<file path="config.mk">
export PLATFORM = sky130hd
export DESIGN_NAME = mips_multicycle_ctrl
export DESIGN_NICKNAME = d
export VERILOG_FILES = /design/src/rtl/mips_multicycle_ctrl.sv
export SDC_FILE = /design/constraint.sdc
export NUM_CORES = 1
export LEC_CHECK = 0
export ABC_AREA = 1
export CAP_MARGIN = 20
export CELL_PAD_IN_SITES_DETAIL_PLACEMENT = 0
export CELL_PAD_IN_SITES_GLOBAL_PLACEMENT = 1
export CORE_MARGIN = 4
export CORE_UTILIZATION = 29
export CTS_CLUSTER_SIZE = 14
export DETAILED_ROUTE_END_ITERATION = 6
export PLACE_DENSITY = 0.79
export SLEW_MARGIN = 5
export SYNTH_ARGS = -nofsm -noshare
export SYNTH_HDL_FRONTEND = slang
export SYNTH_SLANG_ARGS = --single-unit
</file>
<file path="constraint.sdc">
create_clock -name i_Clock -period 1.74 [get_ports i_Clock]
set_clock_uncertainty 0.2 [all_clocks]
set_input_delay 0.348 -clock i_Clock [delete_from_list [all_inputs] [get_ports i_Clock]]
set_output_delay 0.348 -clock i_Clock [all_outputs]
set_load 0.005 [all_outputs]
</file>
<file path="src/rtl/mips_multicycle_ctrl.sv">
// Multi-cycle MIPS control FSM: FETCH/DECODE/EXEC/MEM/WB sequencing with a memory-ready timeout.
// Optional `MIPS_PERF_CNT_EN adds cycle and retired-instruction counters.
module mips_multicycle_ctrl #(
    parameter int OP_W    = 6,
    parameter int TIMEOUT = 16,
    parameter int CNT_W   = 32
) (
    input  logic            i_Clock,
    input  logic            i_Reset,
    input  logic [OP_W-1:0] i_Opcode,
    input  logic [OP_W-1:0] i_Funct,
    input  logic            i_Mem_Ready,
    output logic            o_PC_Write,
    output logic            o_PC_Write_Cond,
    output logic            o_PC_Write_Cond_Ne,
    output logic            o_IorD,
    output logic            o_Mem_Read,
    output logic            o_Mem_Write,
    output logic            o_IR_Write,
    output logic [1:0]      o_Mem_to_Reg,
    output logic [1:0]      o_Reg_Dst,
    output logic            o_Reg_Write,
    output logic            o_Ori,
    output logic            o_ALU_Src_A,
    output logic [1:0]      o_ALU_Src_B,
    output logic [3:0]      o_ALU_Op,
    output logic [1:0]      o_PC_Source,
    output logic            o_Err,
    output logic [3:0]      o_State
`ifdef MIPS_PERF_CNT_EN
    ,
    output logic [CNT_W-1:0] o_Cycle_Count,
    output logic [CNT_W-1:0] o_Instr_Count
`endif
);

    typedef enum logic [3:0] {
        S_FETCH = 4'd0, S_DECODE = 4'd1, S_MEM_ADDR = 4'd2, S_MEM_RD = 4'd3,
        S_MEM_WB = 4'd4, S_MEM_WR = 4'd5, S_EXEC = 4'd6, S_ALU_WB = 4'd7,
        S_BRANCH = 4'd8, S_JUMP = 4'd9, S_JR = 4'd10, S_IMM_EXEC = 4'd11,
        S_HALT = 4'd15
    } state_t;

    localparam logic [OP_W-1:0] OP_RTYPE = OP_W'(6'h00);
    localparam logic [OP_W-1:0] OP_J     = OP_W'(6'h02);
    localparam logic [OP_W-1:0] OP_JAL   = OP_W'(6'h03);
    localparam logic [OP_W-1:0] OP_BEQ   = OP_W'(6'h04);
    localparam logic [OP_W-1:0] OP_BNE   = OP_W'(6'h05);
    localparam logic [OP_W-1:0] OP_ADDI  = OP_W'(6'h08);
    localparam logic [OP_W-1:0] OP_ORI   = OP_W'(6'h0D);
    localparam logic [OP_W-1:0] OP_LW    = OP_W'(6'h23);
    localparam logic [OP_W-1:0] OP_SW    = OP_W'(6'h2B);
    localparam logic [OP_W-1:0] FN_JR    = OP_W'(6'h08);
    localparam logic [7:0]      TO_LAST  = 8'(TIMEOUT - 1);

    state_t          r_state;
    logic [7:0]      r_cnt;
    logic            r_err;
    logic [OP_W-1:0] r_op;

    logic   w_wait;
    state_t w_wait_next;

    assign w_wait = (r_state == S_FETCH) || (r_state == S_MEM_RD) || (r_state == S_MEM_WR);

    always_comb begin
        w_wait_next = S_FETCH;
        if (r_state == S_FETCH)  w_wait_next = S_DECODE;
        if (r_state == S_MEM_RD) w_wait_next = S_MEM_WB;
    end

    // The opcode is captured in DECODE so later states never depend on the IR staying stable.
    always_ff @(posedge i_Clock or posedge i_Reset) begin
        if (i_Reset) begin
            r_state <= S_FETCH;
            r_cnt   <= '0;
            r_err   <= 1'b0;
            r_op    <= '0;
        end else begin
            r_cnt <= '0;
            if (w_wait) begin
                if (i_Mem_Ready) begin
                    r_state <= w_wait_next;
                end else if (r_cnt == TO_LAST) begin
                    r_state <= S_HALT;
                    r_err   <= 1'b1;
                end else begin
                    r_cnt <= r_cnt + 8'd1;
                end
            end else begin
                case (r_state)
                    S_DECODE: begin
                        r_op <= i_Opcode;
                        case (i_Opcode)
                            OP_RTYPE:       r_state <= (i_Funct == FN_JR) ? S_JR : S_EXEC;
                            OP_LW, OP_SW:   r_state <= S_MEM_ADDR;
                            OP_BEQ, OP_BNE: r_state <= S_BRANCH;
                            OP_J, OP_JAL:   r_state <= S_JUMP;
                            OP_ADDI, OP_ORI: r_state <= S_IMM_EXEC;
                            default: begin
                                r_state <= S_HALT;
                                r_err   <= 1'b1;
                            end
                        endcase
                    end
                    S_MEM_ADDR: r_state <= (r_op == OP_SW) ? S_MEM_WR : S_MEM_RD;
                    S_EXEC, S_IMM_EXEC: r_state <= S_ALU_WB;
                    S_MEM_WB, S_ALU_WB, S_BRANCH, S_JUMP, S_JR: r_state <= S_FETCH;
                    default: r_state <= S_HALT;
                endcase
            end
        end
    end

    // Outputs decode the state register directly; the FETCH strobes also follow Mem_Ready.
    always_comb begin
        o_PC_Write = 1'b0; o_PC_Write_Cond = 1'b0; o_PC_Write_Cond_Ne = 1'b0;
        o_IorD = 1'b0; o_Mem_Read = 1'b0; o_Mem_Write = 1'b0; o_IR_Write = 1'b0;
        o_Mem_to_Reg = 2'd0; o_Reg_Dst = 2'd0; o_Reg_Write = 1'b0; o_Ori = 1'b0;
        o_ALU_Src_A = 1'b0; o_ALU_Src_B = 2'd0; o_ALU_Op = 4'd0; o_PC_Source = 2'd0;
        if (!i_Reset) begin
            case (r_state)
                S_FETCH: begin
                    o_Mem_Read  = 1'b1;
                    o_ALU_Src_B = 2'd1;
                    o_IR_Write  = i_Mem_Ready;
                    o_PC_Write  = i_Mem_Ready;
                end
                S_DECODE:   o_ALU_Src_B = 2'd3;
                S_MEM_ADDR: begin o_ALU_Src_A = 1'b1; o_ALU_Src_B = 2'd2; end
                S_MEM_RD:   begin o_Mem_Read = 1'b1; o_IorD = 1'b1; end
                S_MEM_WB:   begin o_Reg_Write = 1'b1; o_Mem_to_Reg = 2'd1; end
                S_MEM_WR:   begin o_Mem_Write = 1'b1; o_IorD = 1'b1; end
                S_EXEC:     begin o_ALU_Src_A = 1'b1; o_ALU_Op = 4'd2; end
                S_ALU_WB: begin
                    o_Reg_Write = 1'b1;
                    o_Reg_Dst   = ((r_op == OP_ADDI) || (r_op == OP_ORI)) ? 2'd0 : 2'd1;
                end
                S_IMM_EXEC: begin
                    o_ALU_Src_A = 1'b1;
                    o_ALU_Src_B = 2'd2;
                    o_ALU_Op    = (r_op == OP_ORI) ? 4'd3 : 4'd0;
                    o_Ori       = (r_op == OP_ORI);
                end
                S_BRANCH: begin
                    o_ALU_Src_A        = 1'b1;
                    o_ALU_Op           = 4'd1;
                    o_PC_Source        = 2'd1;
                    o_PC_Write_Cond    = (r_op == OP_BEQ);
                    o_PC_Write_Cond_Ne = (r_op == OP_BNE);
                end
                S_JUMP: begin
                    o_PC_Write  = 1'b1;
                    o_PC_Source = 2'd2;
                    if (r_op == OP_JAL) begin
                        o_Reg_Write  = 1'b1;
                        o_Reg_Dst    = 2'd2;
                        o_Mem_to_Reg = 2'd2;
                    end
                end
                S_JR:    begin o_PC_Write = 1'b1; o_PC_Source = 2'd3; end
                default: ;
            endcase
        end
    end

    assign o_Err   = r_err;
    assign o_State = r_state;

`ifdef MIPS_PERF_CNT_EN
    logic w_retire;
    assign w_retire = (r_state == S_MEM_WB) || (r_state == S_ALU_WB) || (r_state == S_BRANCH) ||
                      (r_state == S_JUMP) || (r_state == S_JR) ||
                      ((r_state == S_MEM_WR) && i_Mem_Ready);

    always_ff @(posedge i_Clock or posedge i_Reset) begin
        if (i_Reset) begin
            o_Cycle_Count <= '0;
            o_Instr_Count <= '0;
        end else begin
            if (r_state != S_HALT) o_Cycle_Count <= o_Cycle_Count + 1'b1;
            if (w_retire)          o_Instr_Count <= o_Instr_Count + 1'b1;
        end
    end
`endif

endmodule

</file>
==> summary.md, run 1 <==
| Metric | Value |
|---|---|
| Hold WC Path Type | input pin to asynchronous set/reset pin |
| Synth top area share | 32.8% |
| Tmin final | around 2.1 ns |
| Dpl cells | slightly below 400 |
| Mapped Area | 1450 um2 |
| DRC | 0 |
| Power share of the clock group | 6.2% |
| Clock buffer depth | 2 |
| CP Capture Type | output port |
| Worst-path fanout max | 3 |
| Total number of vias | 2036 |
| Core area | 4790 um2 |
| CP Data Required Time | 1.19 ns |
| Status | finished, violations left |
| Most frequent cells after synthesis | nand2_1 (55), nor2_1 (50), inv_1 (44), dfrtp_1 (19), nand3_1 (11) |
| Clock Sinks | 19 |
| TritonRoute pass-1 iters | 4 |
| Clock root cell | clkbuf_8 |
| Setup ws final | -0.362 ns |
| Crit. Startpoint | o_State[2]$_DFFE_PP0P_ |
| Worst skew pair latency | ~0.26 ns |
| Final HPWL from detailed placement | approximately 3200 um |
| Leakage power figure | 1.58 nW |
| CTS tree | yes |
| Layout cells sized above 1 | between 50 and 60% |
| Setup CP Type | flip-flop to output port |
| H-tree levels | 1 |
| Post-synthesis sequential area ratio | 32.8% |
| DR iter-0 viols | 63 |
| Reg clk slew, reported paths | 0.08 ns |
| Power per cell area | 1670 nW/um2 |
| Gr ovfl total | 0 |
| Hold Violations, Final | 0 |
| Pre-CTS WS | -0.736 ns |
| Vias in the first global route | 2068 |
| N_diodes | 0 |
| Internal power | between 2 and 3 mW |
| FF-to-FF Start | o_State[1]$_DFFE_PP0P_ |
| WL/cell | 13.6 um |
| Nets@finish | 390 |
| WP data arrival | 1.55 ns |
| CP Launch Type | flip-flop |
| Sequential share of power | between 10% and 20% |
| Die Ht | roughly 79 um |
| Rows | 25 |
| Most frequent cell after synthesis | nand2_1 |
| FFs w/ async S/R, synth | 100% |
| Top Ports | 42 |
| Max rail drop VDD | 0.000634 V |
| Critical-path top delay cell | dfrtp_2 |
| Die width | 78.7 um |
| Routability cong. | 0.816 |
| Initial Util | 30.3% |
| Vias per cell | 4.63 |
| Failing checks | setup timing |
| Initial antenna violation count | 0 |
| Area delta synth->final | 117% |
| Cts hold-fix bufs | 0 |
| Routed wire length | about 6000 um |
| Synth Area per Inst | 6.12 um2 |
| First-pass GRT wire length | 8960 um |
| Synth area leaders | dfrtp_1 (33%), nand2_1 (14%), nor2_1 (13%), inv_1 (11%), nand3_1 (3.8%) |
| Max Freq | ~480 MHz |
| Synth Flop Type | dfrtp_1 |
| All-Layer GR Usage | between 15 and 20% |
| Max_cap viols | 0 |
| Number of synthesized flops with an enable pin | 0 |
| Crit path largest cell delay | 0.45 ns |
| Sw frac | 44.1% |
| Die Area | between 6000 and 7000 um2 |
| Port bufs | 39 |
| Final non-filler cell total | 440 |
| Leading area contributor after synthesis | dfrtp_1 |
| Switch Pwr | 2.32 mW |
| RSZ-0062 raised after global routing | true |
| Total CTS buffers | 3 |
| Final Max Tran Viols | 0 |
| Critical path, cell by cell | nor2_4 -> inv_2 -> buf_6 -> nor2_4 -> inv_2 -> buf_6 -> o22ai_2 -> buf_2 |
| Logic gate share of total power | 79.4% |
| Synth cell types | 31 |
| #FFs+latches synth | 19 |
| Gate Count Post-Synth | 237 |
| Crit share post-route | 121% |
| Synth Warn # | 0 |
| Antenna Violating Nets Remaining | 0 |
| Setup-failing EPs final | 38 |
| Largest net degree at the start of global routing | 19 |
==> worst paths after layout <==
path                                     endpoint  slack (ns)  cells past startpoint
hold reg to reg                 o_Err$_DFFE_PP0P_        0.29                      1
setup reg to reg               r_cnt[7]$_DFF_PP0_       -0.24                     12
max in group asynchronous  o_State[1]$_DFFE_PP0P_        0.82                      3
min in group i_Clock            o_Err$_DFFE_PP0P_        0.29                      1
hold / removal             o_State[0]$_DFFE_PP0P_        0.02                      2
setup / recovery                      o_Reg_Write       -0.36                      8
==> state kept, by name, indices dropped and copies added (netlist names) <==
| name | count |
|---|---|
| o_Err | 1 |
| r_op | 6 |
| r_cnt | 8 |
| o_State | 4 |
==> cell usage in the layout, fill, tap and decap left out, types with 4 or more instances in the layout <==
master and count:
nor2_2 13, nand3_1 9, nand2_1 41, o21ai_0 5
inv_2 16, nor2_4 15, a21oi_2 4, nand2_2 9
nand4_1 5, buf_6 42, buf_4 56, buf_2 16
nand2_4 6, nor2_1 25, nor3_4 4, dfrtp_1 16
inv_1 24, a21oi_1 4, clkdlybuf4s50_1 13
==> power by group through the flow <==
stage                     Combinational, mW  Clock, mW  Sequential, mW
after floorplan                       0.977          0           0.719
after global placement                 2.11          0           0.717
after detailed placement               2.11          0           0.719
after CTS                              3.26      0.333           0.729
after global routing                   4.48      0.347           0.780
final                                  4.17      0.324           0.760
==> critical path, delay by kind of cell (launching register included) <==
| kind | cells | cell delay (ns) |
|---|---|---|
| and+or+nand+nor | 2 | 0.24 |
| DFF | 1 | 0.45 |
| AOI/OAI and AO/OA | 1 | 0.10 |
| buffers and inverters | 5 | 0.50 |
==> through the flow <==
stage                     hold slack [ns]  power [mW]  util [%]  instance area [um2]  TNS (ns)
final                              0.0191        5.26      65.7                 3150     -7.78
after global routing               0.0307        5.60      65.7                 3150    -10.47
after CTS                         0.00695        4.33      59.0                 2820     -5.44
after detailed placement            0.267        2.83      48.1                 2300    -13.72
after global placement              0.274        2.82      48.1                 2300    -12.96
after floorplan                     0.201        1.70         -                 1470         0
==> cell type report <==
type,instances,area (um2)
clock buffer,3,41.3
clock inverter,1,5.00
fill,401,1640
inverter,46,194
multi-input combinational,169,1140
sequential,19,479
tap,67,83.8
timing repair buffer,135,1200
==> routing by layer <==
| metal | share of wire (%) | GRT usage [%] |
|---|---|---|
| met3 | 5.1 | 2.04 |
| met2 | 53 | 33.3 |
| met1 | 38 | 20.3 |
| met4 | 3.7 | 7.34 |
| met5 | 0 | 0 |
==> repair_timing <==
action	CTS	global route
gates resized for setup	176	76
endpoints found under the setup margin	33	36
pin swaps	29	29
buffers inserted	39	16
==> cell families after synthesis <==
family	share of synthesized area, %
adder cells (fa/ha/maj)	0.863
AND/OR/NAND/NOR	42.2
other	0.259
XOR/XNOR	0.604
flip-flops	32.8
AO/OA/AOI/OAI	9.75
buffers and inverters	13.5
(Power assumes the default switching activity.)
==> run 2, diff against run 1 <==
- CORE_ASPECT_RATIO: default -> 0.5
==> summary.md, run 2 (synthesis gave the netlist of run 1 again) <==
| Metric | Value |
|---|---|
| Status | finished, violations left |
| Failing checks | setup timing |
| Clock Sinks | 19 |
| Area delta synth->final | 97.1% |
| Max_cap viols | 0 |
| Busiest grt layer | met2 |
| Final Max Tran Viols | 0 |
| Layout cells sized above 1 | 55.3% |
| N_diodes | 0 |
| FF-to-FF Start | o_State[0]$_DFFE_PP0P_ |
| CP Capture Type | output port |
| Leakage power figure | around 1.5 nW |
| Gr ovfl total | 0 |
| Tmin final | 2.09 ns |
| CP Launch Type | flip-flop |
| Antenna Violating Nets Remaining | 0 |
| Routability cong. | 0.826 |
| Setup CP Type | flip-flop to output port |
| Die width | 108 um |
| CP bufs+invs | 3 |
| Logic gate share of total power | between 70% and 80% |
| Vias per cell | 4.53 |
| Largest net degree at the start of global routing | 14 |
| Stages on worst setup path | 7 |
| Power share of the clock group | between 7 and 8% |
| Total number of vias | 1930 |
| Vias in the first global route | 1863 |
| Critical-path top delay cell | dfrtp_2 |
| Hold Violations, Final | 0 |
| Critical path, cell by cell | buf_6 -> nand2_4 -> nor2_4 -> buf_6 -> nor2_4 -> a31oi_1 -> buf_2 |
| Pre-CTS WS | -0.698 ns |
| All-Layer GR Usage | between 15 and 20% |
| Top cell family by delay on the critical path | flip-flops |
| Hold WC Path Type | input pin to asynchronous set/reset pin |
| Die Ht | about 58 um |
| RSZ-0062 raised after global routing | true |
| Crit path largest cell delay | 0.47 ns |
| Sequential share of power | around 18% |
| Design Power | 4.40 mW |
| Setup-failing EPs final | 33 |
| Worst Reg2Reg Path Length in Cells | 13 |
| Total CTS buffers | 3 |
| Switch Pwr | 1.96 mW |
| Nets@finish | 377 |
| Most common cell after layout, fill and taps aside | buf_4 |
| DR iter-0 viols | slightly below 60 |
| Clock root cell | clkbuf_8 |
| Met1 Use GR | 20.0% |
| Internal power | 2.44 mW |
| Dpl cells | a little under 400 |
| Met3 Track Usage GR | 2.67% |
| Crit share post-route | 120% |
| CTS tree | yes |
| Final non-filler cell total | ~430 |
| Final HPWL from detailed placement | ~3400 um |
| Most flop-heavy register | r_cnt |
| Clock buffer depth | 2 |
| Reg clk slew, reported paths | ~0.070 ns |
| WP data arrival | ~1.5 ns |
| Setup ws final | -0.348 ns |
| TritonRoute pass-1 iters | 4 |
| Die Area | 6260 um2 |
| Routed wire length | 5190 um |
| Cts hold-fix bufs | 0 |
| Max Freq | 479 MHz |
| First-pass GRT wire length | 8100 um |
| Port bufs | 39 |
| Most frequent cells in the layout | buf_4 (62), nand2_1 (43), inv_1 (27) |
| Max rail drop VDD | about 0.00065 V |
| Final core occ | 61.9% |
| Rows | 17 |
| Max reg flops | 8 |
| DRC | 0 |
| CP Data Required Time | 1.19 ns |
| Core area | 4620 um2 |
| Grt met2 use | between 20% and 30% |
| Initial antenna violation count | 0 |
| Power per cell area | 1540 nW/um2 |
| Worst skew pair latency | ~0.26 ns |
| Top Ports | 42 |
| Worst-path fanout max | 5 |
| H-tree levels | 1 |
| WL/cell | 12.2 um |
| Sw frac | 44.5% |
| Initial Util | roughly a third |
| Crit. Startpoint | o_State[0]$_DFFE_PP0P_ |
run 2: cell count changes in the layout (fill, tap and decap cells not counted), moves of 3 or more:
cell / before / now
nor3_2: 2 / 5
nor3_4: 4 / 1
inv_1: 24 / 27
inv_4: 3 / 7
buf_2: 16 / 19
buf_6: 42 / 22
nor2_2: 13 / 16
nor2_1: 25 / 21
buf_4: 56 / 62
inv_2: 16 / 11
run 2: final timing paths:
path                       slack (ns)                     end
max                             -0.35             o_ALU_Src_A
min                              0.09     r_op[5]$_DFFE_PP0P_
max reg2reg                     -0.22      r_cnt[4]$_DFF_PP0_
min reg2reg                      0.29       o_Err$_DFFE_PP0P_
max in group asynchronous        0.85  o_State[0]$_DFFE_PP0P_
min in group i_Clock             0.29       o_Err$_DFFE_PP0P_
run 2: power groups by stage:
stage	Clock (mW)	Combinational, mW	Sequential (mW)
3_3_place_gp	0	2.05	0.714
5_1_grt	0.343	3.60	0.783
2_1_floorplan	0	0.977	0.719
3_5_place_dp	0	2.07	0.721
4_1_cts	0.329	2.63	0.753
6_report	0.312	3.32	0.768
run 2: metrics by stage:
| stage | area, um2 | setup TNS (ns) | hold WS, ns |
|---|---|---|---|
| finish | 2860 | -6.46 | 0.0939 |
| floorplan | 1470 | 0 | 0.201 |
| CTS | 2550 | -5.24 | 0.230 |
| detailed placement | 2270 | -13.16 | 0.269 |
| global route | 2860 | -9.16 | 0.117 |
| global placement | 2270 | -12.74 | 0.263 |
run 2: worst reg2reg max path: cells and delay by family (launching register included):
| kind | cells | cell delay (ns) |
|---|---|---|
| simple gates | 7 | 0.64 |
| compound gates | 1 | 0.06 |
| buf+inv | 5 | 0.47 |
| flops | 1 | 0.48 |
run 2: layer usage:
metal / part of all wire, % / wire length, um
met2: 53 / 2740
met4: 2.4 / 124
met5: 0 / 0
met3: 2.5 / 128
met1: 42 / 2200
run 2: timing repair:
item                                    4_1_cts  5_1_grt
gates resized for setup                     148       73
endpoints found under the setup margin       32       39
hold endpoints to repair                      0        0
pin swaps                                    27       30
buffers inserted                             21       16
run 2: layout make-up:
type | count | area [um2]
flip-flops and latches | 19 | 479
clock buffers | 3 | 41.3
well taps | 66 | 82.6
clock inverters | 1 | 5.00
fillers | 416 | 1760
inverters | 46 | 194
multi-input cells | 169 | 1070
repair buffers | 122 | 985
==> patch: new RTL, config.mk and constraints of run 2 <==
Build with the macro `MIPS_PERF_CNT_EN` defined.
--- a/src/rtl/mips_multicycle_ctrl.sv
+++ b/src/rtl/mips_multicycle_ctrl.sv
@@ -1,4 +1,6 @@
 // Multi-cycle MIPS control FSM: FETCH/DECODE/EXEC/MEM/WB sequencing with a memory-ready timeout.
 // Optional `MIPS_PERF_CNT_EN adds cycle and retired-instruction counters.
+`define MIPS_PERF_CNT_EN
+
 module mips_multicycle_ctrl #(
     parameter int OP_W    = 6,
Check against the original RTL (old outputs only; new: o_Cycle_Count and o_Instr_Count): equivalent (equiv_simple and equiv_induct, registers matched by name and starting in step).
==> patch against run 2 <==
The flow still finishes with violations (setup timing); total power grew to 2.8 times the old value; largest cell class unchanged; critical path type unchanged; critical endpoint is now o_Reg_Write; first-iteration DRC count rose to 4.2 times the old value; sequential share of layout area increased by 5.7 points; sequential cell count grew 64; design area grew to 3.3 times the old value; worst hold slack better by 0.0039 ns; synthesized area grew to 3.4 times the old value; highest routed layer unchanged; worst setup slack got worse by 0.14 ns; combinational power rose by 130%; routed wire length increased to 3.6 times the old value; via count rose to 3.0 times the old value; synthesized cell count grew to 2.9 times the old value; critical path depth stayed put.
==> patch: results (changes against run 2) <==
status=complete, but fails checks (unchanged); failing checks=setup timing (unchanged); Layout Nets=1055 (was 377); gpl congestion=0.857 (was 0.826); Root Driver=clkbuf_16 (was clkbuf_8); routed vias/inst=4.60 (was 4.53); global-route usage over all layers=18.2% (was 15.8%); final setup violation count=98 (was 33); 1st-iter DRT viols=243 (was 58); setup TNS=-20.88 ns (was -6.46 ns); final worst slack=-0.487 ns (was -0.348 ns); largest net degree at the start of global routing=78 (was 14); Clock H-tree levels=3 (was 1); Switching Fraction=38.1% (was 44.5%); syn_area_per_cell=7.16 sq um (was 6.12 sq um); Num CTS Buffers=9 (was 3); pre-CTS setup slack=-0.688 ns (was -0.698 ns); met1 Track Usage GR=24.5% (was 20.0%); drt first pass iters=5 (was 4); Fill cells=1425 (was 416); grt met3 use=2.88% (was 2.67%); antenna violations before repair=0 (unchanged); detailed placement HPWL=11.6 mm (was 3.44 mm); Leak=4.84 nW (was 1.48 nW); final cell count without fillers=1269 (was 426); top post-synthesis cells by area=dfrtp_1 (42%), nand2_1 (16%), nor2_1 (8.7%) (was dfrtp_1 (33%), nand2_1 (14%), nor2_1 (13%)); Arr. time, crit path=1.68 ns (was 1.54 ns); r2r worst-path depth=14 (was 13); DR WL/cell=14.6 um (was 12.2 um); met1 WL=8.22 mm (was 2.20 mm); I/O Buffers=103 (was 39); dpl cell area=0.00724 sq mm (was 0.00227 sq mm); Synth top cells by count=nand2_1 (207), nor2_1 (115), dfrtp_1 (83), inv_1 (74), nand3_1 (38) (was nand2_1 (55), nor2_1 (50), inv_1 (44), dfrtp_1 (19), nand3_1 (11)); portion of total power attributed to sequential cells=20.7% (was 17.5%); Worst VDD drop=0.665 mV (was 0.648 mV); met2 wire length=9.18 mm (was 2.74 mm); share of post-route cells with drive strength above 1=43.9% (was 55.3%); Skew-Pair Late Insertion Delay=0.35 ns (was 0.26 ns); WL met3=771 um (was 128 um); grt met2 use=30.8% (was 28.0%); first-pass GRT wire length=28.6 mm (was 8.10 mm); CP delay by family, top=flip-flops (unchanged); CP Max Fanout=4 (was 5); register area share after synthesis=41.9% (was 32.8%)
[patch: changes by cell type after synthesis, sizes merged, moves of 14 or more]
cell / change
xor2: +25
inv: +34
xnor2: +34
nor2: +66
nand4: +14
nand2: +153
nor3: +22
dfrtp: +64
nand3: +28
[patch: final timing paths]
check                                        from                       endpoint  slack [ns]
setup reg to reg           o_State[1]$_DFFE_PP0P_         o_State[0]$_DFFE_PP0P_       -0.42
hold / removal                            i_Reset            r_op[3]$_DFFE_PP0P_         0.1
hold reg to reg                r_cnt[0]$_DFF_PP0_             r_cnt[0]$_DFF_PP0_        0.27
setup / recovery           o_State[1]$_DFFE_PP0P_                    o_Reg_Write       -0.49
max in group asynchronous                 i_Reset  o_Cycle_Count[25]$_DFFE_PP0P_        0.55
min in group i_Clock           r_cnt[0]$_DFF_PP0_             r_cnt[0]$_DFF_PP0_        0.27
[patch: cells by family (layout without fill, tap and decap cells)]
logic type,after synthesis,count (layout),share of synthesized area (%)
simple gates,424,424,36.1
buf+inv,89,438,7.04
flops,83,83,41.9
xor+xnor,60,60,10.6
compound gates,32,32,3.51
fa+ha+maj,3,3,0.757
other cells,1,2,0.0757
[patch: area by class of cell]
cell class	instances	area [sq um]	area share (%)
clock buffers	9	225	2.42
clock inverters	7	98.8	1.06
multi-input cells	521	3300	35.5
well taps	227	284	3.05
flip-flops and latches	83	2090	22.5
repair buffers	342	2970	31.9
inverters	80	332	3.56
[patch: what timing repair did]
| action | CTS | global route |
|---|---|---|
| setup endpoints to repair | 222 | 101 |
| pin swaps | 56 | 50 |
| setup buffers | 97 | 16 |
| gates cloned | 3 | 0 |
| resized for setup | 337 | 102 |
